$ cat config.mk
export PLATFORM = sky130hd
export DESIGN_NAME = fetch_unit_flat
export DESIGN_NICKNAME = d
export VERILOG_FILES = /design/src/rtl/fetch_unit_if.sv /design/src/rtl/fetch_unit.sv /design/src/flat_wrapper.sv
export SDC_FILE = /design/constraint.sdc
export NUM_CORES = 1
export LEC_CHECK = 0
export ABC_CLOCK_PERIOD_IN_PS = 1870
export BUFFER_PORTS_ARGS = -buffer_cell sky130_fd_sc_hd__clkbuf_2
export CAP_MARGIN = 20
export CORE_ASPECT_RATIO = 1.2
export CORE_MARGIN = 4
export CORE_UTILIZATION = 45
export DETAILED_ROUTE_END_ITERATION = 8
export GPL_TIMING_DRIVEN = 0
export PLACE_DENSITY = 0.79
export SETUP_SLACK_MARGIN = 0.5
export SYNTH_ARGS = -nofsm -noshare
export SYNTH_HDL_FRONTEND = slang
export SYNTH_SLANG_ARGS = --single-unit
$ cat constraint.sdc
create_clock -name clk -period 1.87 [get_ports clk]
set_input_delay 0.0935 -clock clk [delete_from_list [all_inputs] [get_ports clk]]
set_output_delay 0.0935 -clock clk [all_outputs]
set_load 0.01 [all_outputs]
$ cat src/rtl/fetch_unit_if.sv
// Bundle of the fetch stage's external channels.
//   Instruction memory request : imem_req_valid/ready/addr
//   Instruction memory response: imem_resp_valid/data/err
//   Decoder channel            : ir_valid/ready, ir, ir_pc
//   Control                    : redirect_valid/pc in, fetch_fault out
// The master modport is the fetch unit; the slave modport is everything
// around it (memory, decoder, redirecting stages).
interface fetch_unit_if;
  logic        imem_req_valid;
  logic        imem_req_ready;
  logic [31:0] imem_req_addr;
  logic        imem_resp_valid;
  logic [31:0] imem_resp_data;
  logic        imem_resp_err;
  logic        ir_valid;
  logic        ir_ready;
  logic [31:0] ir;
  logic [31:0] ir_pc;
  logic        fetch_fault;
  logic        redirect_valid;
  logic [31:0] redirect_pc;

  modport master (
    output imem_req_valid, imem_req_addr, ir_valid, ir, ir_pc, fetch_fault,
    input  imem_req_ready, imem_resp_valid, imem_resp_data, imem_resp_err,
           ir_ready, redirect_valid, redirect_pc
  );

  modport slave (
    input  imem_req_valid, imem_req_addr, ir_valid, ir, ir_pc, fetch_fault,
    output imem_req_ready, imem_resp_valid, imem_resp_data, imem_resp_err,
           ir_ready, redirect_valid, redirect_pc
  );
endinterface

$ cat src/rtl/fetch_unit.sv
// Instruction fetch stage. Keeps the program counter, issues one word read
// at a time to instruction memory, captures the returned word into the
// instruction register and hands it to the decoder with valid/ready.
// Redirects from later stages always win; misaligned targets and bus
// errors park the unit in a fault state until the next redirect.
// Ports:
//   clk   - rising-edge clock
//   rst_n - asynchronous active-low reset
//   bus   - fetch_unit_if.master: memory request/response, decoder ir
//           channel, redirect input and fetch_fault output
module fetch_unit #(
  parameter logic [31:0] RESET_PC = 32'h0000_0000
) (
  input  logic          clk,
  input  logic          rst_n,
  fetch_unit_if.master  bus
);

  typedef enum logic [2:0] {
    S_REQ,
    S_WAIT,
    S_DRAIN,
    S_FULL,
    S_FAULT
  } state_t;

  state_t      state;
  logic [31:0] pc;
  logic [31:0] ir_q;
  logic [31:0] ir_pc_q;
  // Set when a misaligned redirect arrives while a response is still owed;
  // DRAIN then lands in FAULT instead of REQ.
  logic        pend_fault;

  logic        handshake;
  logic        owes_resp;
  logic        misaligned;

  assign bus.imem_req_valid = (state == S_REQ);
  assign bus.imem_req_addr  = pc;
  assign bus.ir_valid       = (state == S_FULL);
  assign bus.fetch_fault    = (state == S_FAULT);
  assign bus.ir             = ir_q;
  assign bus.ir_pc          = ir_pc_q;

  assign handshake  = (state == S_REQ) && bus.imem_req_ready;
  assign misaligned = (bus.redirect_pc[1:0] != 2'b00);

  // A redirect must not leave the memory with an orphaned response: if one
  // is accepted-but-not-yet-returned after this edge, go through DRAIN.
  always_comb begin
    owes_resp = 1'b0;
    case (state)
      S_REQ:   owes_resp = handshake;
      S_WAIT:  owes_resp = !bus.imem_resp_valid;
      S_DRAIN: owes_resp = !bus.imem_resp_valid;
      default: owes_resp = 1'b0;
    endcase
  end

  always_ff @(posedge clk or negedge rst_n) begin
    if (!rst_n) begin
      state      <= S_REQ;
      pc         <= RESET_PC;
      ir_q       <= 32'h0;
      ir_pc_q    <= 32'h0;
      pend_fault <= 1'b0;
    end else if (bus.redirect_valid) begin
      pc <= bus.redirect_pc;
      if (misaligned) begin
        ir_pc_q <= bus.redirect_pc;
        if (owes_resp) begin
          state      <= S_DRAIN;
          pend_fault <= 1'b1;
        end else begin
          state      <= S_FAULT;
          pend_fault <= 1'b0;
        end
      end else begin
        state      <= owes_resp ? S_DRAIN : S_REQ;
        pend_fault <= 1'b0;
      end
    end else begin
      case (state)
        S_REQ: begin
          if (handshake) state <= S_WAIT;
        end
        S_WAIT: begin
          if (bus.imem_resp_valid) begin
            ir_pc_q <= pc;
            if (bus.imem_resp_err) begin
              state <= S_FAULT;
            end else begin
              ir_q  <= bus.imem_resp_data;
              pc    <= pc + 32'd4;
              state <= S_FULL;
            end
          end
        end
        S_DRAIN: begin
          if (bus.imem_resp_valid) begin
            state      <= pend_fault ? S_FAULT : S_REQ;
            pend_fault <= 1'b0;
          end
        end
        S_FULL: begin
          if (bus.ir_ready) state <= S_REQ;
        end
        S_FAULT: begin
          state <= S_FAULT;
        end
        default: state <= S_REQ;
      endcase
    end
  end

endmodule

$ cat src/flat_wrapper.sv
// flat-port wrapper written by rule: the top's interface ports become plain ports
module fetch_unit_flat 
#(
  parameter logic [31:0] RESET_PC = 32'h0000_0000
)
  (clk, rst_n, bus_imem_req_valid, bus_imem_req_addr, bus_ir_valid, bus_ir, bus_ir_pc, bus_fetch_fault, bus_imem_req_ready, bus_imem_resp_valid, bus_imem_resp_data, bus_imem_resp_err, bus_ir_ready, bus_redirect_valid, bus_redirect_pc);
  fetch_unit_if bus_i ();
  input  logic clk;
  input  logic rst_n;
  output wire logic [$bits(bus_i.imem_req_valid)-1:0] bus_imem_req_valid;
  output wire logic [$bits(bus_i.imem_req_addr)-1:0] bus_imem_req_addr;
  output wire logic [$bits(bus_i.ir_valid)-1:0] bus_ir_valid;
  output wire logic [$bits(bus_i.ir)-1:0] bus_ir;
  output wire logic [$bits(bus_i.ir_pc)-1:0] bus_ir_pc;
  output wire logic [$bits(bus_i.fetch_fault)-1:0] bus_fetch_fault;
  input wire logic [$bits(bus_i.imem_req_ready)-1:0] bus_imem_req_ready;
  input wire logic [$bits(bus_i.imem_resp_valid)-1:0] bus_imem_resp_valid;
  input wire logic [$bits(bus_i.imem_resp_data)-1:0] bus_imem_resp_data;
  input wire logic [$bits(bus_i.imem_resp_err)-1:0] bus_imem_resp_err;
  input wire logic [$bits(bus_i.ir_ready)-1:0] bus_ir_ready;
  input wire logic [$bits(bus_i.redirect_valid)-1:0] bus_redirect_valid;
  input wire logic [$bits(bus_i.redirect_pc)-1:0] bus_redirect_pc;
  assign bus_imem_req_valid = bus_i.imem_req_valid;
  assign bus_imem_req_addr = bus_i.imem_req_addr;
  assign bus_ir_valid = bus_i.ir_valid;
  assign bus_ir = bus_i.ir;
  assign bus_ir_pc = bus_i.ir_pc;
  assign bus_fetch_fault = bus_i.fetch_fault;
  assign bus_i.imem_req_ready = bus_imem_req_ready;
  assign bus_i.imem_resp_valid = bus_imem_resp_valid;
  assign bus_i.imem_resp_data = bus_imem_resp_data;
  assign bus_i.imem_resp_err = bus_imem_resp_err;
  assign bus_i.ir_ready = bus_ir_ready;
  assign bus_i.redirect_valid = bus_redirect_valid;
  assign bus_i.redirect_pc = bus_redirect_pc;
  fetch_unit #(.RESET_PC(RESET_PC)) u_core (.clk(clk), .rst_n(rst_n), .bus(bus_i));
endmodule
; ---- After elaboration in Yosys (flattened, before gate mapping)
; Cells that the tools add are included.
[word_totals]
reg_bits = 100
latchBits = 0
ramBits = 0
mem_bits_ro = 0
inputBits = 71
out_inout_bits = 99
word_cells = 56
memories = 0
[classes]
addsub = 1
mul = 0
div_mod_pow = 0
n_lt_le_gt_ge = 0
n_eq_ne = 10
shift = 0
muxes = 25
n_bitwise = 2
reduce_logical = 13
[ops]
columns = operator, count
row1 = two-way mux 32 bit, 8
row2 = adder 32 x 3 -> 32 bit (second input constant), 1
row3 = two-way mux 3 bit, 9
row4 = one-hot mux 3 bit (5 select lines), 1
row5 = AND reduction 4 bit, 2
row6 = nonzero test 2 bit, 4
row7 = equality test 3 x 2 -> 1 bit (second input constant), 2
row8 = inequality test 3 x 1 -> 1 bit (second input constant), 2
row9 = inequality test 3 bit (second input constant), 2
row10 = AND reduction 3 bit, 2
row11 = two-way mux 1 bit, 5
row12 = inequality test 2 x 1 -> 1 bit (second input constant), 2
row13 = equality test 3 x 1 -> 1 bit (second input constant), 1
row14 = equality test 3 bit (second input constant), 1
row15 = zero test 3 bit, 1
row16 = two-way mux 2 bit, 1
row17 = NOT 1 bit, 2
row18 = one-hot mux 1 bit (2 select lines), 1
row19 = AND reduction 2 bit, 1
row20 = OR reduction 2 bit, 1
row21 = logical AND 1 bit, 1
row22 = zero test 1 bit, 1

; ---- Longest topological paths before layout
; Gate-level depths: netlist (run 1).
[logic_depth]
ltp_word = 6
depth_mapped = 6
depth_no_buf = 6

; ---- Worst setup path before layout (run 1)
; No wires, ideal clock.
[synth_path]
path_type = flip-flop to flip-flop
from = register u_core.pc[2] (netlist: u_core.bus.imem_req_addr[2])
to = register u_core.pc[30] (netlist: u_core.bus.imem_req_addr[30])
setup_ps = 132
t_arrival_ps = 1728
required_ps = 1738
path_slack_ps = 10
stages_incl_launch_ff = 7
path_buffers = 0
period_less_slack_ps = 1860
cell_sequence = dfrtp_1 > ha_1 > nor2b_1 > or3b_4 > nor4_2 > xnor2_1 > o21ai_1
[synth_via]
elab_chain_cells = 5
[synth_rtl]
columns = item, line_no
row1 = start: declaration, fetch_unit.sv:28  ; logic [31:0] pc;
row2 = start signal: assignment, fetch_unit.sv:69  ; pc <= bus.redirect_pc;
row3 = start signal: assignment, fetch_unit.sv:95  ; pc <= pc + 32'd4;
row4 = adder 32 x 3 -> 32 bit, fetch_unit.sv:95
row5 = two-way mux 32 bit, fetch_unit.sv:91  ; if (bus.imem_resp_err) begin
row6 = two-way mux 32 bit, fetch_unit.sv:89  ; if (bus.imem_resp_valid) begin
row7 = two-way mux 32 bit, fetch_unit.sv:84  ; case (state)
row8 = two-way mux 32 bit, fetch_unit.sv:68  ; end else if (bus.redirect_valid) begin
; Every way passes these cells. The select of a mux whose other input is x is not followed.
; A chain may end at the register's enable or synchronous reset.

; ---- Worst setup path in the final report (run 1)
[layout_path]
from = register u_core.state[2]
to = register u_core.ir_q[31] (netlist: u_core.bus.ir[31])
[layout_via]
elab_chain_cells = 2
[layout_rtl]
columns = item, line_no
row1 = start: declaration, fetch_unit.sv:27  ; state_t state;
row2 = start signal: assignment, fetch_unit.sv:80  ; state <= owes_resp ? S_DRAIN : S_REQ;
row3 = start signal: assignment, fetch_unit.sv:102  ; state <= pend_fault ? S_FAULT : S_REQ;
row4 = equality test 3 x 1 -> 1 bit, fetch_unit.sv:84
row5 = AND reduction 4 bit (no source line), n/a
row6 = end signal: assignment, fetch_unit.sv:94  ; ir_q <= bus.imem_resp_data;
row7 = end: declaration, fetch_unit.sv:29  ; logic [31:0] ir_q;
; Every way passes these cells.

==> flow_metrics.py, run 1 <==
metrics = {
    "critical_path": {
        "crit_family": "simple AND/OR/NAND/NOR gates",
        "r2r-start": "u_core.state[2]",
        "cp-start-kind": "flop",
        "crit_path_max_incr_delay_ns": 0.40,
        "timing.setup.critical_path_class": "reg -> reg",
        "worstPathMaxFanout": 7,
        "crit_arrival_ns": 2.12,
        "reg2reg_to": "u_core.bus.ir[31]",
        "path_cells": "clkbuf_8 -> and4bb_4 -> nand2b_4 -> nor2_4 -> buf_12 -> buf_8 -> mux2_4",
        "crit_slowest_cell": "dfrtp_1",
        "reg2reg_slack_ns": -0.01,
        "rr_worst_depth": 7,
        "end_kind": "flop",
        "crit_required_ns": 2.10,
        "critical_path.n_buffers_inverters": 3,
    },
    "global_routing": {
        "grt_usage_pct": 29.9,
        "grt_max_degree": 57,
        "grt-ovfl-total": 0,
        "antenna_found_initial": 0,
        "first_global_vias": 5310,
        "grt_pass1_wl_um": 28200,
    },
    "synthesis": {
        "synth_area_per_cell_sq_um": 10.7,
        "async_reset_ff_share_pct": 100,
        "ys_ff_latch": 100,
        "synthCells": 449,
        "yosys.cell_types.count": 56,
        "ys_warn_count": 0,
        "synth_top_area_share_pct": 52.0,
        "synth-edff-count": 0,
        "yosysTopAreaCell": "dfrtp_1",
        "synth_area_leaders": "dfrtp_1 (52%), mux2_2 (8.2%), nor2_1 (3.0%)",
        "seq_area_frac_synth_pct": 52.0,
        "synth_flop_cell": "dfrtp_1",
        "syn_area_sq_um": 4810,
        "synth_fp_nets": 521,
    },
    "route": {
        "wl_per_cell_um": 23.9,
        "vias": 5279,
        "drtIter0Drc": 435,
        "drt_wl_total_um": 21200,
        "routed_via_density": 5.96,
        "firstDrtPassIters": 4,
        "ant_nets": 0,
        "drc": 0,
    },
    "final_layout": {
        "synthToLayoutAreaGrowth_pct": 77.6,
        "final_common_cell": "clkbuf_2",
        "fin_nets": 824,
        "fillers": 520,
        "fin_cells": 886,
        "final_cell_mix": "clkbuf_2 (167), dfrtp_1 (83), dlygate4sd3_1 (41), buf_4 (40), mux2_4 (31)",
        "multi_input_area_sq_um": 3080,
        "antenna_cells": 0,
        "drive_gt1_share_pct": 61.4,
        "seq_area_sq_um": 2520,
        "postLayoutCellArea_sq_um": 8540,
    },
    "timing": {
        "maxSlewHeadroom_pct": 42.5,
        "max_clock_freq_ghz": 0.531,
        "fin_skew_ns": 0.00690,
        "min_period_ns": 1.88,
        "hold_violations": 0,
        "worstMarginPinSlew_ns": 0.853,
        "finalMaxSlewViolations": 0,
        "finalSetupViolCount": 20,
        "setup_slack_ns": -0.0137,
        "finalCritPeriodShare_pct": 101,
        "grt_setup_unrepaired": "true",
    },
    "clocking": {
        "clock_sinks": 100,
        "numCtsBuffers": 9,
        "cts_tree": "done",
        "clock-root-buffer": "clkbuf_16",
        "clk_pin_slew_ns": 0.07,
        "clk_latency_ns": 0.35,
        "cts_htree_levels": 3,
        "clockBufferDepth": 2,
    },
    "floorplanning": {
        "initial_core_util_pct": 46.0,
        "die_w_um": 102,
        "die_y_um": 121,
        "rows": 41,
        "die_area_sq_um": 12400,
        "num_io_pins": 170,
        "core-area_sq_um": 10500,
    },
    "power": {
        "leakage_nw": 3.93,
        "power_density_nw_per_um2": 890,
        "combPwrFrac_pct": 34.2,
        "p_int_mw": 5.13,
        "fin_total_pwr_mw": 7.60,
        "irDropWorstVdd_mv": 0.502,
        "switching_share_pct": 32.5,
        "p_sw_mw": 2.47,
        "pwr-share-clk_pct": 26.5,
        "seqPwrFrac_pct": 39.3,
    },
    "min_path": {
        "hold_path_class": "in -> reg",
        "min_to": "u_core.bus.imem_req_addr[21]",
        "hold_depth": 3,
        "hp-start": "bus_redirect_pc[21]",
    },
    "placed_design": {
        "place_area_sq_um": 5990,
        "gp_congestion": 0.910,
        "io_buffers": 168,
        "dp_cells": 747,
        "dp_hpwl_um": 10900,
    },
    "job": {
        "maxCapViolations": 0,
    },
    "outcome": {
        "status": "finished, violations left",
        "violations": "setup timing",
    },
}
==> flip-flops by register name, summed over array words and instances (netlist names) <==
register,count
u_core.bus.imem_req_addr,32
u_core.bus.ir,32
u_core.bus.ir_pc,32
u_core.state,3
u_core.pend_fault,1
==> power groups by stage <==
| stage | Combinational (mW) | Sequential (mW) | Clock [mW] |
|---|---|---|---|
| final | 2.60 | 2.99 | 2.02 |
| after global routing | 2.75 | 3.02 | 2.09 |
| after CTS | 2.23 | 2.90 | 2.01 |
| after detailed placement | 1.67 | 2.94 | 0 |
| after global placement | 1.61 | 2.91 | 0 |
| after floorplan | 0.703 | 3.10 | 0 |
==> cell type report <==
type                       count  area share (%)
buffer                        25            3.37
clock buffer                  10            2.68
clock inverter                 6            1.04
inverter                       7           0.308
multi-input combinational    317            36.1
sequential                   100            29.5
tap                          129            1.89
timing repair buffer         292            25.1
==> worst min-delay path: cells and delay by family <==
family | cells | cell delay, ns
buffers and inverters | 1 | 0.09
AOI/OAI and AO/OA | 1 | 0.07
and+or+nand+nor | 1 | 0.07
==> what timing repair did <==
action                     4_1_cts  5_1_grt
pin swaps                       33       39
hold buffers                    41        0
hold endpoints to repair        84        0
gates cloned                     9        0
gates resized for setup        147      132
buffers inserted                54       19
setup endpoints to repair      101      101
==> Yosys cell counts, types with 5 or more instances <==
library cell  number
a31oi_1           16
nand4_1           11
nor2b_1           14
inv_1              7
o21ai_0           13
nand2b_1          15
clkbuf_1          17
nor2_1            38
dfrtp_1          100
and4_1             5
a211oi_1          10
buf_2              6
nor3_1             9
nand2_1           34
mux2i_1           12
a21oi_1           24
mux2_2            35
xnor2_1            8
and3_1             8
==> how the worst max path moves through the flow <==
stage	start	to	slack [ns]	cells past startpoint
after floorplan	u_core.state[2]	u_core.bus.ir[10]	0.17	6
after global placement	rst_n	u_core.state[0]	-0.72	1
after detailed placement	u_core.state[1]	u_core.bus.imem_req_addr[21]	-0.13	5
after CTS	u_core.state[2]	u_core.bus.imem_req_addr[20]	0.07	7
after global routing	u_core.bus.imem_req_addr[11]	u_core.bus.imem_req_addr[21]	-0.07	6
final	u_core.state[2]	u_core.bus.ir[31]	-0.01	7
==> kinds of logic after synthesis <==
| kind of cell | synth area share, % |
|---|---|
| compound gates | 10.9 |
| xor+xnor | 2.19 |
| fa+ha+maj | 0.260 |
| flops | 52.0 |
| mux | 11.6 |
| simple gates | 20.3 |
| buf+inv | 2.65 |
==> through the flow <==
stage                     util (%)  hold WS [ns]  worst slack, ns  setup TNS, ns
after floorplan                  -        -0.202            0.166              0
after global placement        57.0         0.312           -0.721         -53.11
after detailed placement      57.3         0.186           -0.132          -1.91
after CTS                     74.8       0.00106           0.0684              0
after global routing          81.6       0.00144          -0.0669         -0.972
final                         81.6       0.00515          -0.0137         -0.120
==> metal layers <==
layer  GRT usage [%]  up-vias  share of wire [%]
li1                -     2222                  -
met1            35.0     2621                 36
met2            52.0      354                 49
met3            6.50       82                 10
met4            13.0        0                4.8
met5               0        -                  0
No activity file was read; power rests on OpenSTA's default activity.
==> inputs of run 2 (changes only) <==
--- a/config.mk
+++ b/config.mk
@@ -5,7 +5,6 @@
 export SDC_FILE = /design/constraint.sdc
 export NUM_CORES = 1
 export LEC_CHECK = 0
-export ABC_CLOCK_PERIOD_IN_PS = 1870
 export BUFFER_PORTS_ARGS = -buffer_cell sky130_fd_sc_hd__clkbuf_2
 export CAP_MARGIN = 20
 export CORE_ASPECT_RATIO = 1.2
@@ -13,7 +12,7 @@
 export CORE_UTILIZATION = 45
 export DETAILED_ROUTE_END_ITERATION = 8
 export GPL_TIMING_DRIVEN = 0
-export PLACE_DENSITY = 0.79
+export PLACE_DENSITY = 0.88
 export SETUP_SLACK_MARGIN = 0.5
 export SYNTH_ARGS = -nofsm -noshare
 export SYNTH_HDL_FRONTEND = slang
==> flow_metrics.py, run 2 (same netlist as run 1, synthesis figures left out) <==
metrics = {
    "clocking": {
        "numCtsBuffers": 9,
        "clk_pin_slew_ns": 0.07,
        "clock-root-buffer": "clkbuf_16",
        "cts_htree_levels": 3,
        "clockBufferDepth": 2,
        "clock_sinks": 100,
        "clk_latency_ns": 0.36,
        "cts_tree": "done",
    },
    "critical_path": {
        "cp-start-kind": "flop",
        "crit_slowest_cell": "dfrtp_1",
        "path_cells": "clkbuf_8 -> and4bb_4 -> buf_12 -> nand2_8 -> buf_4 -> nor4_4 -> a211oi_1 -> a211oi_1",
        "timing.setup.critical_path_class": "reg -> reg",
        "worstPathMaxFanout": 3,
        "crit_arrival_ns": 2.17,
        "end_kind": "flop",
        "crit_required_ns": 2.13,
        "path_common_cell": "a211oi_1",
        "critical_path.n_buffers_inverters": 3,
        "crit_path_max_incr_delay_ns": 0.39,
        "crit_family": "simple AND/OR/NAND/NOR gates",
    },
    "floorplanning": {
        "die_y_um": 121,
        "rows": 41,
        "initial_core_util_pct": 46.0,
        "die_w_um": 102,
        "die_area_sq_um": 12400,
        "num_io_pins": 170,
        "core-area_sq_um": 10500,
    },
    "timing": {
        "min_period_ns": 1.91,
        "holdWs_ns": 0.0101,
        "setup_slack_ns": -0.0404,
        "finalCritPeriodShare_pct": 102,
        "grt_setup_unrepaired": "true",
        "worstMarginPinSlew_ns": 0.723,
        "max_clock_freq_ghz": 0.523,
        "finalSetupViolCount": 5,
        "finalMaxSlewViolations": 0,
        "maxSlewHeadroom_pct": 51.3,
        "setup_tns_ns": -0.112,
        "fin_skew_ns": 0.0141,
        "hold_violations": 0,
    },
    "route": {
        "routed_via_density": 6.13,
        "drc": 0,
        "ant_nets": 0,
        "wl_per_cell_um": 24.8,
        "firstDrtPassIters": 5,
        "vias": 5464,
        "drt_wl_total_um": 22100,
        "drtIter0Drc": 459,
    },
    "power": {
        "pwr-share-clk_pct": 26.6,
        "seqPwrFrac_pct": 40.1,
        "leakage_nw": 3.90,
        "power_density_nw_per_um2": 896,
        "fin_total_pwr_mw": 7.43,
        "p_sw_mw": 2.41,
        "switching_share_pct": 32.4,
        "p_int_mw": 5.02,
        "combPwrFrac_pct": 33.3,
        "irDropWorstVdd_mv": 0.500,
    },
    "job": {
        "maxCapViolations": 0,
    },
    "final_layout": {
        "drive_gt1_share_pct": 56.4,
        "fillers": 560,
        "final_util_pct": 79.3,
        "final_cell_mix": "clkbuf_2 (166), dfrtp_1 (84), buf_4 (48), dlygate4sd3_1 (43), nand2_1 (30)",
        "synthToLayoutAreaGrowth_pct": 72.5,
        "postLayoutCellArea_sq_um": 8300,
        "final_common_cell": "clkbuf_2",
        "fin_cells": 891,
        "fin_nets": 829,
        "antenna_cells": 0,
    },
    "placed_design": {
        "io_buffers": 168,
        "dp_hpwl_um": 11200,
        "dp_cells": 747,
        "post-place-ws_ns": -0.132,
        "gp_congestion": 0.894,
        "place_area_sq_um": 5990,
    },
    "global_routing": {
        "grt_max_degree": 64,
        "grt-ovfl-total": 0,
        "antenna_found_initial": 0,
        "grt_pass1_wl_um": 28400,
        "first_global_vias": 5270,
        "grt_usage_pct": 30.3,
    },
    "outcome": {
        "violations": "setup timing",
        "status": "finished, violations left",
    },
    "min_path": {
        "hold_path_class": "in -> reg",
    },
}
[run 2: cell count changes in the layout (fill, tap and decap cells not counted), sizes merged]
cell | previous run | this run
clkbuf | 190 | 196
bufinv | 2 | 1
clkinv | 2 | 0
buf | 96 | 98
dlygate4sd3 | 41 | 43
clkinvlp | 2 | 0
[run 2: area by class of cell]
class | count | area, sq um | share of cell area [%]
repair buffers | 297 | 2200 | 26.6
plain buffers | 25 | 300 | 3.62
clock buffers | 15 | 278 | 3.35
inverters | 7 | 26.3 | 0.317
flip-flops and latches | 100 | 2520 | 30.4
multi-input cells | 317 | 2770 | 33.4
clock inverters | 1 | 30.0 | 0.362
well taps | 129 | 161 | 1.95
[run 2: tightest hold or removal path: stages]
cell	delay [ns]
clkbuf_2	0.07
nand2_1	0.07
o21ai_1	0.09
[run 2: worst paths after layout]
kind,start,end,slack [ns],depth (start not counted)
setup / recovery,u_core.state[2],u_core.bus.imem_req_addr[28],-0.04,8
max in group asynchronous,rst_n,u_core.state[0],0.81,3
hold reg to reg,u_core.bus.ir[7],u_core.bus.ir[7],0.50,1
min in group asynchronous,rst_n,u_core.bus.ir[29],0.32,2
hold / removal,bus_redirect_pc[6],u_core.bus.imem_req_addr[6],0.01,3
setup reg to reg,u_core.state[2],u_core.bus.imem_req_addr[28],-0.04,8
[run 2: power by group through the flow]
stage	clock (mW)	sequential, mW	combinational [mW]
finish	1.98	2.98	2.47
global route	2.06	3.01	2.62
CTS	1.96	2.89	2.10
detailed placement	0	2.95	1.67
global placement	0	2.91	1.62
floorplan	0	3.10	0.703
[run 2: repair_timing]
action,CTS,global route
hold buffers,42,1
setup endpoints to repair,101,101
resized for setup,100,102
buffers inserted,37,40
endpoints found under the hold margin,78,1
cloned,7,1
pin swaps,37,27
[run 2: routing by layer]
layer / up-vias / part of all wire [%] / GRT usage (%)
met5: - / 0 / 0
met3: 140 / 11 / 7.36
met4: 0 / 6.8 / 15.8
met1: 2620 / 34 / 34.0
li1: 2233 / - / -
met2: 471 / 48 / 52.2
==> inputs of run 3 (changes only) <==
--- a/config.mk
+++ b/config.mk
@@ -13,6 +13,7 @@
 export DETAILED_ROUTE_END_ITERATION = 8
 export GPL_TIMING_DRIVEN = 0
 export PLACE_DENSITY = 0.88
+export REMOVE_ABC_BUFFERS = 1
 export SETUP_SLACK_MARGIN = 0.5
 export SYNTH_ARGS = -nofsm -noshare
 export SYNTH_HDL_FRONTEND = slang
==> flow_metrics.py, run 3 (same netlist as run 1, synthesis figures left out) <==
metrics = {
    "clocking": {
        "numCtsBuffers": 9,
        "clk_latency_ns": 0.34,
        "clock_sinks": 100,
        "clockBufferDepth": 2,
        "clock-root-buffer": "clkbuf_16",
        "cts_htree_levels": 3,
        "clk_pin_slew_ns": 0.07,
        "cts_tree": "done",
    },
    "critical_path": {
        "timing.setup.critical_path_class": "reg -> reg",
        "crit_slowest_cell": "or3b_4",
        "crit_arrival_ns": 2.08,
        "cp-start-kind": "flop",
        "crit_path_max_incr_delay_ns": 0.42,
        "crit_required_ns": 2.09,
        "end_kind": "flop",
        "worstPathMaxFanout": 2,
        "path_cells": "buf_6 -> ha_4 -> nor2b_4 -> or3b_4 -> nor4_4 -> xnor2_1 -> o21ai_1",
    },
    "placed_design": {
        "dp_cells": 726,
        "place_area_sq_um": 5820,
        "io_buffers": 169,
        "post-place-ws_ns": -0.509,
        "gp_congestion": 0.786,
        "dp_hpwl_um": 9550,
    },
    "timing": {
        "min_period_ns": 1.85,
        "finalMaxSlewViolations": 0,
        "worstMarginPinSlew_ns": 0.653,
        "max_clock_freq_ghz": 0.539,
        "setup_tns_ns": 0,
        "grt_setup_unrepaired": "true",
        "fin_skew_ns": 0.00866,
        "holdWs_ns": 0.000969,
        "finalSetupViolCount": 0,
        "maxSlewHeadroom_pct": 56.1,
        "finalCritPeriodShare_pct": 99.2,
        "setup_slack_ns": 0.0156,
        "hold_violations": 0,
    },
    "power": {
        "pwr-share-clk_pct": 25.7,
        "fin_total_pwr_mw": 7.24,
        "leakage_nw": 3.69,
        "seqPwrFrac_pct": 41.9,
        "p_int_mw": 4.85,
        "irDropWorstVdd_mv": 0.497,
        "combPwrFrac_pct": 32.4,
        "p_sw_mw": 2.38,
        "switching_share_pct": 32.9,
        "power_density_nw_per_um2": 904,
    },
    "floorplanning": {
        "die_y_um": 121,
        "rows": 41,
        "die_area_sq_um": 12400,
        "die_w_um": 102,
        "num_io_pins": 170,
        "initial_core_util_pct": 46.0,
        "core-area_sq_um": 10500,
    },
    "global_routing": {
        "first_global_vias": 4822,
        "antenna_found_initial": 0,
        "grt_pass1_wl_um": 24900,
        "grt-ovfl-total": 0,
        "grt_usage_pct": 26.0,
        "grt_max_degree": 61,
    },
    "job": {
        "maxCapViolations": 0,
    },
    "final_layout": {
        "final_util_pct": 76.5,
        "postLayoutCellArea_sq_um": 8010,
        "synthToLayoutAreaGrowth_pct": 66.4,
        "fillers": 609,
        "final_cell_mix": "clkbuf_2 (165), dfrtp_1 (79), dlygate4sd3_1 (38), mux2_4 (36), nor2_4 (31)",
        "antenna_cells": 0,
        "fin_cells": 844,
        "final_common_cell": "clkbuf_2",
        "fin_nets": 783,
        "drive_gt1_share_pct": 57.5,
    },
    "route": {
        "drtIter0Drc": 260,
        "routed_via_density": 5.80,
        "ant_nets": 0,
        "drt_wl_total_um": 18700,
        "wl_per_cell_um": 22.2,
        "vias": 4891,
        "drc": 0,
        "firstDrtPassIters": 5,
    },
    "min_path": {
        "hold_path_class": "in -> reg",
    },
    "outcome": {
        "status": "finished, final reports clean",
    },
}
-- run 3: changes by cell type in the layout (fill, tap and decap cells not counted), sizes merged --
cell | previous run | this run
clkinv | 0 | 3
inv | 7 | 8
clkinvlp | 0 | 1
clkbuf | 196 | 179
buf | 98 | 67
o21ai | 17 | 18
dlygate4sd3 | 43 | 38
-- run 3: layout make-up --
class	instances	area (sq um)	area share (%)
Multi-Input combinational cell	318	2880	36.0
Sequential cell	100	2530	31.6
Timing Repair Buffer	275	2120	26.4
Clock buffer	9	225	2.81
Tap cell	129	161	2.02
Clock inverter	6	65.1	0.813
Inverter	7	26.3	0.328
-- run 3: worst paths after layout --
| kind | from | end | slack, ns | depth (start not counted) |
|---|---|---|---|---|
| min in group asynchronous | rst_n | u_core.bus.ir[28] | 0.33 | 2 |
| min | bus_redirect_pc[30] | u_core.bus.imem_req_addr[30] | 0.001 | 3 |
| max | u_core.bus.imem_req_addr[2] | u_core.bus.imem_req_addr[30] | 0.02 | 7 |
| max reg2reg | u_core.bus.imem_req_addr[2] | u_core.bus.imem_req_addr[30] | 0.02 | 7 |
| min reg2reg | u_core.bus.ir_pc[0] | u_core.bus.ir_pc[0] | 0.51 | 1 |
| max in group asynchronous | rst_n | u_core.bus.imem_req_addr[4] | 0.80 | 3 |
-- run 3: timing repair --
item,in CTS,in global routing
endpoints found under the hold margin,77,0
gates resized for setup,97,136
endpoints found under the setup margin,100,101
setup buffers,46,11
gates cloned,6,2
hold buffers,38,0
pin swaps,26,19
-- run 3: per-layer routing --
metal	up-vias	GRT usage, %	wire, um
met5	-	0	0
met4	0	8.94	779
met3	73	4.49	1520
met2	295	45.6	9520
met1	2385	31.8	6890
li1	2138	-	-
-- run 3: critical path, delay by kind of cell, from the launching register on --
family	cells	cell delay [ns]
flip-flops	1	0.37
adder cells (fa/ha/maj)	1	0.12
buffers and inverters	1	0.10
AND/OR/NAND/NOR	3	0.91
XOR/XNOR	1	0.16
AO/OA/AOI/OAI	1	0.07
-- run 3: power by group through the flow --
| stage | combinational [mW] | clock (mW) | sequential, mW |
|---|---|---|---|
| 2_1_floorplan | 0.599 | 0 | 3.11 |
| 3_5_place_dp | 1.55 | 0 | 2.98 |
| 3_3_place_gp | 1.49 | 0 | 2.94 |
| 5_1_grt | 2.49 | 1.97 | 3.07 |
| 4_1_cts | 1.96 | 1.88 | 2.90 |
| 6_report | 2.34 | 1.86 | 3.03 |
